File: config.mk
export PLATFORM = sky130hd
export DESIGN_NAME = fetch_stage
export DESIGN_NICKNAME = d
export VERILOG_FILES = /design/src/rtl/fetch_stage.sv
export SDC_FILE = /design/constraint.sdc
export NUM_CORES = 1
export LEC_CHECK = 0
export CAP_MARGIN = 30
export CORE_MARGIN = 5
export CORE_UTILIZATION = 46
export DETAILED_ROUTE_END_ITERATION = 16
export PLACE_DENSITY = 0.81
export SLEW_MARGIN = 20
export SYNTH_ARGS = -nofsm -noshare
export SYNTH_HDL_FRONTEND = slang
export SYNTH_SLANG_ARGS = --single-unit
export TNS_END_PERCENT = 50
File: constraint.sdc
create_clock -name clk -period 4.1 [get_ports clk]
set_input_delay 0.82 -clock clk [delete_from_list [all_inputs] [get_ports clk]]
set_output_delay 0.82 -clock clk [all_outputs]
set_load 0.05 [all_outputs]
File: src/rtl/fetch_stage.sv
// fetch_stage: instruction-fetch stage. Owns the PC, fetches from an
// instruction memory with variable latency, and presents one instruction at a
// time to decode. A redirect flushes the fetch path. If a request is still in
// flight, the stage waits for its response and discards it before fetching
// the new target.
//
// Handshakes:
//   imem: imem_req/imem_addr stay stable until imem_valid is seen with
//         imem_req high. The cycle with imem_req && imem_valid completes
//         the fetch. imem_valid may arrive in the same cycle as imem_req.
//   decode: if_valid/if_instr/if_pc stay stable until id_ready is seen with
//         if_valid high. The cycle with if_valid && id_ready is the transfer.
//
// Optional feature macro: FETCH_PERF_EN adds the perf_fetched and perf_stall
// saturating counters.
module fetch_stage #(
    parameter int                ADDR_W   = 8,
    parameter logic [ADDR_W-1:0] RESET_PC = '0
) (
    input  logic              clk,
    input  logic              clr,
    output logic              imem_req,
    output logic [ADDR_W-1:0] imem_addr,
    input  logic [31:0]       imem_rdata,
    input  logic              imem_valid,
    output logic              if_valid,
    output logic [31:0]       if_instr,
    output logic [ADDR_W-1:0] if_pc,
    output logic [ADDR_W-1:0] if_pc_plus4,
    input  logic              id_ready,
    input  logic              redirect,
    input  logic [ADDR_W-1:0] redirect_pc,
    output logic [1:0]        dbg_state
`ifdef FETCH_PERF_EN
    ,
    output logic [15:0]       perf_fetched,
    output logic [15:0]       perf_stall
`endif
);

    typedef enum logic [1:0] {
        ST_BOOT  = 2'd0,
        ST_RUN   = 2'd1,
        ST_DRAIN = 2'd2
    } state_t;

    state_t            r_state;
    logic [ADDR_W-1:0] r_fetch_pc;
    logic [ADDR_W-1:0] r_target_pc;
    logic              r_outstanding;
    logic              r_if_valid;
    logic [31:0]       r_if_instr;
    logic [ADDR_W-1:0] r_if_pc;

    logic              w_transfer;
    logic              w_slot_free;
    logic              w_req;
    logic              w_complete;
    logic [ADDR_W-1:0] w_redirect_pc;

    // Redirect targets are word aligned, so the low two bits are dropped.
    assign w_redirect_pc = redirect_pc & ~ADDR_W'(3);

    // Request generation from the current state and decode handshake.
    always_comb begin
        w_transfer  = r_if_valid && id_ready;
        w_slot_free = !r_if_valid || w_transfer;
        w_req       = 1'b0;
        case (r_state)
            ST_RUN:   w_req = r_outstanding || w_slot_free;
            ST_DRAIN: w_req = 1'b1;
            default:  w_req = 1'b0;
        endcase
        w_complete  = w_req && imem_valid;
    end

    // Fetch FSM: PC, in-flight tracking, redirect handling and output register.
    always_ff @(posedge clk) begin
        if (clr) begin
            r_state       <= ST_BOOT;
            r_fetch_pc    <= RESET_PC;
            r_target_pc   <= RESET_PC;
            r_outstanding <= 1'b0;
            r_if_valid    <= 1'b0;
            r_if_instr    <= '0;
            r_if_pc       <= '0;
        end else begin
            // A request stays outstanding until its response arrives. In BOOT,
            // w_req is 0, so a stray imem_valid leaves this flag cleared.
            r_outstanding <= w_req && !imem_valid;
            case (r_state)
                ST_BOOT: begin
                    r_state <= ST_RUN;
                end
                ST_RUN: begin
                    if (redirect) begin
                        r_if_valid <= 1'b0;
                        if (w_req && !imem_valid) begin
                            // Memory holds the old request. Wait for that
                            // response before moving to the new target.
                            r_target_pc <= w_redirect_pc;
                            r_state     <= ST_DRAIN;
                        end else begin
                            r_fetch_pc <= w_redirect_pc;
                        end
                    end else if (w_complete) begin
                        r_if_instr <= imem_rdata;
                        r_if_pc    <= r_fetch_pc;
                        r_if_valid <= 1'b1;
                        r_fetch_pc <= r_fetch_pc + ADDR_W'(4);
                    end else if (w_transfer) begin
                        r_if_valid <= 1'b0;
                    end
                end
                ST_DRAIN: begin
                    r_if_valid <= 1'b0;
                    if (imem_valid) begin
                        // Drop the stale data. If a redirect arrives in this
                        // cycle, it is the most recent target and is used.
                        r_fetch_pc <= redirect ? w_redirect_pc : r_target_pc;
                        r_state    <= ST_RUN;
                    end else if (redirect) begin
                        r_target_pc <= w_redirect_pc;
                    end
                end
                default: begin
                    r_state <= ST_BOOT;
                end
            endcase
        end
    end

    assign imem_req    = w_req;
    assign imem_addr   = r_fetch_pc;
    assign if_valid    = r_if_valid;
    assign if_instr    = r_if_instr;
    assign if_pc       = r_if_pc;
    assign if_pc_plus4 = r_if_pc + ADDR_W'(4);
    assign dbg_state   = r_state;

`ifdef FETCH_PERF_EN
    logic [15:0] r_perf_fetched;
    logic [15:0] r_perf_stall;
    logic        w_stall;

    assign w_stall = (r_state == ST_RUN) && w_req && !imem_valid;

    // Saturating counts of accepted instructions and memory wait cycles.
    always_ff @(posedge clk) begin
        if (clr) begin
            r_perf_fetched <= '0;
            r_perf_stall   <= '0;
        end else begin
            if (w_transfer && (r_perf_fetched != 16'hFFFF)) begin
                r_perf_fetched <= r_perf_fetched + 16'd1;
            end
            if (w_stall && (r_perf_stall != 16'hFFFF)) begin
                r_perf_stall <= r_perf_stall + 16'd1;
            end
        end
    end

    assign perf_fetched = r_perf_fetched;
    assign perf_stall   = r_perf_stall;
`else
    // Without the feature, there are no counters and no perf ports.
`endif

endmodule

==> results of run 1 <==
stage by stage:
stage	setup slack, ps	hold slack, ps
2_1_floorplan	1220	448
3_3_place_gp	662	441
3_5_place_dp	629	446
4_1_cts	560	455
5_1_grt	334	476
6_report	557	453
registers in the layout, summed over array words and instances, names as in the netlist:
register and flops:
if_pc 8, r_outstanding 1, if_valid 1, r_target_pc 8
if_instr 32, imem_addr 8, dbg_state 2
cell families after synthesis:
kind of cell | count (synthesis) | share of synthesized area [%]
AO/OA/AOI/OAI | 87 | 19.3
buffers and inverters | 28 | 4.59
flip-flops | 60 | 45.9
multiplexers | 4 | 1.53
AND/OR/NAND/NOR | 135 | 23.5
adder cells (fa/ha/maj) | 6 | 2.87
XOR/XNOR | 7 | 2.34
how the worst max path moves through the flow:
| stage | start | end | slack, ps | cells past startpoint |
|---|---|---|---|---|
| after floorplan | dbg_state[0]$_SDFFE_PP0P_ | imem_req | 1220 | 4 |
| after global placement | id_ready | imem_req | 660 | 4 |
| after detailed placement | id_ready | imem_req | 630 | 4 |
| after CTS | dbg_state[0]$_SDFFE_PP0P_ | imem_req | 560 | 5 |
| after global routing | dbg_state[0]$_SDFFE_PP0P_ | imem_req | 330 | 5 |
| final | dbg_state[0]$_SDFFE_PP0P_ | imem_req | 560 | 5 |
where the power goes:
part,internal (mW),switching [mW],leakage [nW]
logic,0.219,0.351,0.717
clock network,0.250,0.225,0.0961
registers,0.627,0.0588,0.485
layout make-up:
class,instances,area (sq um)
inverters,6,22.5
clock inverters,4,23.8
clock buffers,12,155
well taps,72,90.1
multi-input cells,239,1300
flip-flops and latches,60,1200
fillers,445,1650
repair buffers,106,1060
routing by layer:
layer  track usage, %  vias up  routed length [um]
met1             24.3     1127                3070
met3             4.47       10                 488
li1                 -     1300                   -
met5                0        -                   0
met2             30.9       80                3220
met4             8.35        0                 113
worst register-to-register path, stage by stage (launching register included):
cell and delay, ps:
dfxtp_1 380, inv_1 90, ha_1 430, nor4b_2 630, o21ai_1 370, and2_1 300
a311oi_1 210
cells in the final DEF, fill, tap and decap left out, drive strengths merged, types with 5 or more instances in the layout:
master / instances
clkdlybuf4s50: 101
nand2: 87
dfxtp: 60
a21oi: 56
o21ai: 14
nand3: 13
clkbuf: 12
inv: 6
xnor2: 6
nor2b: 6
nand2b: 6
ha: 6
nor2: 5
nor3: 5
buf: 5
==> results by group, run 1 <==
Outcome
  – Status: finished clean

Timing
  – Final setup violation count: 0
  – Worst slew margin: 50.2%
  – RSZ-0062 raised after global routing: no
  – Final Skew: 12.4 ps
  – Final Max Slew Viols: 0
  – Hold Vio Cnt, Final: 0
  – Setup TNS: 0 ps
  – Final worst path period share: 86.4%
  – Final min period: 3540 ps
  – Slew @ Worst Pin: 739 ps
  – Fmax: 282 MHz

Die
  – Die area: 7300 sq um
  – Die Height: 85.5 um
  – Top-level I/O count: 105
  – FP Rows: 27
  – DIE WIDTH: 85.5 um
  – Placeable Area: 5510 sq um
  – Initial Util: 47.6%

Flow run
  – Max-cap viol count: 0

Worst setup path
  – Crit-path cells: inv_1 -> ha_1 -> nor4b_2 -> nor2_1 -> clkdlybuf4s50_1
  – Worst reg-to-reg setup slack: 1590 ps
  – Worst stage delay on the critical path: 730 ps
  – Crit Path Max Fanout: 21
  – CP endpoint kind: output pin
  – Crit-path leading delay family: buffers and inverters
  – CP max-delay cell: clkdlybuf4s50_1
  – R2R Path Start: dbg_state[0]$_SDFFE_PP0P_
  – Register-to-Register Path Depth: 6
  – WP data required: 3280 ps
  – Crit Path Class: reg -> out
  – Crit start category: flop
  – Worst EP arrival: 2720 ps
  – Critical path buffer and inverter count: 2
  – RR Endpoint: imem_addr[6]$_SDFFE_PP0P_

Drt
  – 1st-iter DRT viols: 136
  – Vias: 2517
  – DR pass1 iterations: 4
  – Drt via density: 5.04
  – Final ANT Viol Nets: 0
  – DRC violation count after routing: 0
  – Total wire length: 6.89 mm
  – WL/cell: 13.8 um

Logic synthesis
  – Async S/R FF share, synth: 0%
  – Yosys top cell area share: 45.9%
  – Yosys warns: 0
  – Mapped Area: 2620 sq um
  – Cells after synthesis: 327
  – Most common cell in the synthesized netlist: nand2_1
  – Area contributors post-synth: dfxtp_1, nand2_1, a21oi_1, ha_1, nand3_1
  – Syn nets: 378
  – Post-synth top flop: dfxtp_1
  – Post-synth cell types: 40
  – Post-synth top cells: nand2_1, dfxtp_1, a21oi_1
  – Post-synth top area cell: dfxtp_1
  – Yosys reg bits: 60
  – Avg Cell Area, Syn: 8.01 sq um
  – Post-synth EDFFs: 0
  – Register area share after synthesis: 45.9%

Placed design
  – Placed insts: 483
  – DP HPWL: 4.89 mm
  – Port bufs: 102
  – Placed Area: 3670 sq um
  – Routability Congestion: 0.798

Power and ir drop
  – Max IR drop VDD: 0.000363 V
  – Final Power: 1.73 mW
  – PwrDens: 449 nW/um^2
  – Leakage power: 1.30 nW

CTS
  – CTS Buf Count: 9
  – Clock transition at path regs: 80 ps
  – CTS Sinks: 60
  – Post-CTS setup repair buffer count: 0
  – Root Driver: clkbuf_8
  – Hold_buf cts: 0
  – CTS tree: yes
  – Cts repair resizes: 0
  – Clock Tree Buf Depth: 2
  – H-Tree Level Count: 3
  – Clk Latency, worst-skew pair: 330 ps

GRT
  – Largest net degree at the start of global routing: 41
  – Remaining Overflow, GRT: 0
  – Number of global-route vias before repair: 2380
  – GRT Util Overall: 19.2%
  – Initial antenna violation count: 0
  – Global-route wire length before repair: 11.4 mm

Worst hold path
  – Hold Path Cell Cnt: 2
  – WHS Endpoint: if_instr[10]$_SDFFE_PP0P_
  – Hold_sp: if_instr[10]$_SDFFE_PP0P_
  – Hold Crit Class: reg -> reg

Final layout
  – Utilization after layout: 70.0%
  – Non-filler cells, final: 499
  – Nets@finish: 473
  – Final instance area: 3850 sq um
  – Layout area overhead: 47.2%
  – Share of layout cells above drive strength 1: 5.85%
  – Ant diodes: 0
Note: power is estimated with default switching activity, not from simulation.
==> run 2: changes to the inputs <==
- PLACE_DENSITY: 0.81 -> 0.88
==> results by group, run 2 (synthesized netlist as in run 1, its figures left out) <==
Drt
  – Met1 WL: 2.96 mm
  – Drt via density: 5.25
  – DRC violation count after routing: 0
  – Met3 routed WL: 530 um
  – 1st-iter DRT viols: 128
  – DR top layer: met4
  – Met2 wire len: 3.44 mm
  – WL/cell: 14.0 um
  – Final ANT Viol Nets: 0
  – Vias: 2619
  – DR pass1 iterations: 4
  – Total wire length: 7.00 mm

Worst setup path
  – Crit start category: flop
  – Worst EP arrival: 2620 ps
  – WP data required: 3280 ps
  – Worst reg-to-reg setup slack: 1410 ps
  – Crit-path cells: inv_1 -> ha_1 -> nor4b_2 -> buf_4 -> nor2_1 -> clkdlybuf4s50_1
  – Worst stage delay on the critical path: 830 ps
  – Critical path buffer and inverter count: 3
  – Register-to-Register Path Depth: 8
  – RR Endpoint: if_instr[19]$_SDFFE_PP0P_
  – Crit Path Class: reg -> out
  – Crit-path leading delay family: buffers and inverters
  – Crit Path Max Fanout: 21
  – CP max-delay cell: clkdlybuf4s50_1
  – CP endpoint kind: output pin
  – R2R Path Start: dbg_state[0]$_SDFFE_PP0P_

Flow run
  – Max-cap viol count: 0

CTS
  – Hold_buf cts: 0
  – Clock Tree Buf Depth: 2
  – Post-CTS setup repair buffer count: 0
  – Clk Latency, worst-skew pair: 330 ps
  – Cts repair resizes: 0
  – CTS tree: yes
  – Clock transition at path regs: 70 ps
  – CTS Sinks: 60
  – H-Tree Level Count: 3
  – Root Driver: clkbuf_8
  – CTS Buf Count: 9

Final layout
  – Nets@finish: 473
  – Ant diodes: 0
  – Commonest non-fill, non-tap cell in the layout: clkdlybuf4s50_1
  – Layout area overhead: 49.4%
  – Commonest cells after routing, fill and taps aside: clkdlybuf4s50_1, nand2_1, dfxtp_1, a21oi_1, nand3_1
  – Max reg flops: 32
  – Share of layout cells above drive strength 1: 5.85%

GRT
  – GRT Util Overall: 19.0%
  – Remaining Overflow, GRT: 0
  – Largest net degree at the start of global routing: 38
  – Number of global-route vias before repair: 2482
  – Initial antenna violation count: 0
  – Global-route wire length before repair: 11.2 mm

Power and ir drop
  – Leakage power: 1.32 nW
  – PwrDens: 479 nW/um^2
  – Max IR drop VDD: 0.000368 V

Timing
  – Final Skew: 8.76 ps
  – Final min period: 3440 ps
  – RSZ-0062 raised after global routing: no
  – Worst slew margin: 49.7%
  – Final worst slack: 656 ps
  – Final Max Slew Viols: 0
  – Slew @ Worst Pin: 748 ps
  – Final setup violation count: 0
  – Setup TNS: 0 ps
  – Hold Vio Cnt, Final: 0
  – Fmax: 290 MHz
  – Final worst path period share: 84.0%

Die
  – Placeable Area: 5510 sq um
  – DIE WIDTH: 85.5 um
  – Initial Util: 47.6%
  – Die Height: 85.5 um
  – Top-level I/O count: 105
  – Die area: 7300 sq um
  – FP Rows: 27

Worst hold path
  – Hold Crit Class: reg -> reg
  – Hold Path Cell Cnt: 2
  – WHS Endpoint: if_instr[13]$_SDFFE_PP0P_
  – Hold_sp: if_instr[13]$_SDFFE_PP0P_

Outcome
  – Status: finished clean

Placed design
  – Routability Congestion: 0.815
  – Port bufs: 102
  – DP HPWL: 5.11 mm
  – Pre-CTS setup slack: 743 ps
[run 2: worst max path at each step]
stage                              start  endpoint  slack, ps  cells past startpoint
2_1_floorplan  dbg_state[0]$_SDFFE_PP0P_  imem_req       1220                      4
3_3_place_gp                    id_ready  imem_req        780                      5
3_5_place_dp                    id_ready  imem_req        740                      5
4_1_cts        dbg_state[0]$_SDFFE_PP0P_  imem_req        630                      6
5_1_grt        dbg_state[0]$_SDFFE_PP0P_  imem_req        520                      5
6_report       dbg_state[0]$_SDFFE_PP0P_  imem_req        660                      6
[run 2: final cells by class]
type	instances	area [sq um]
Inverter	6	22.5
Sequential cell	60	1200
Fill cell	441	1600
Timing Repair Buffer	106	1060
Tap cell	72	90.1
Multi-Input combinational cell	239	1300
Clock buffer	13	169
Clock inverter	3	67.6
[run 2: report_power, final]
group	internal [mW]	switching (mW)
clock	0.392	0.223
sequential	0.627	0.0579
combinational	0.220	0.355
total	1.24	0.636
[run 2: tightest hold or removal path: stages, from the launching register on]
cell	delay, ps
dfxtp_1	310
nand2_1	50
a21oi_1	50
[run 2: per-stage QoR]
stage                     hold WS (ps)  utilization, %  std cells  power [mW]  instance area (sq um)
after floorplan                    448               -        327        1.08                   2620
after global placement             441            66.4        482        1.25                   3650
after detailed placement           446            66.7        483        1.27                   3670
after CTS                          456            71.0        499        1.88                   3910
after global routing               474            71.0        499        1.97                   3910
final                              456            71.0        499        1.87                   3910
[run 2: routing by layer]
metal | global-route usage [%] | up-vias
met5 | 0 | -
met2 | 32.8 | 86
met1 | 22.0 | 1226
met3 | 5.44 | 8
met4 | 7.91 | 0
li1 | - | 1299
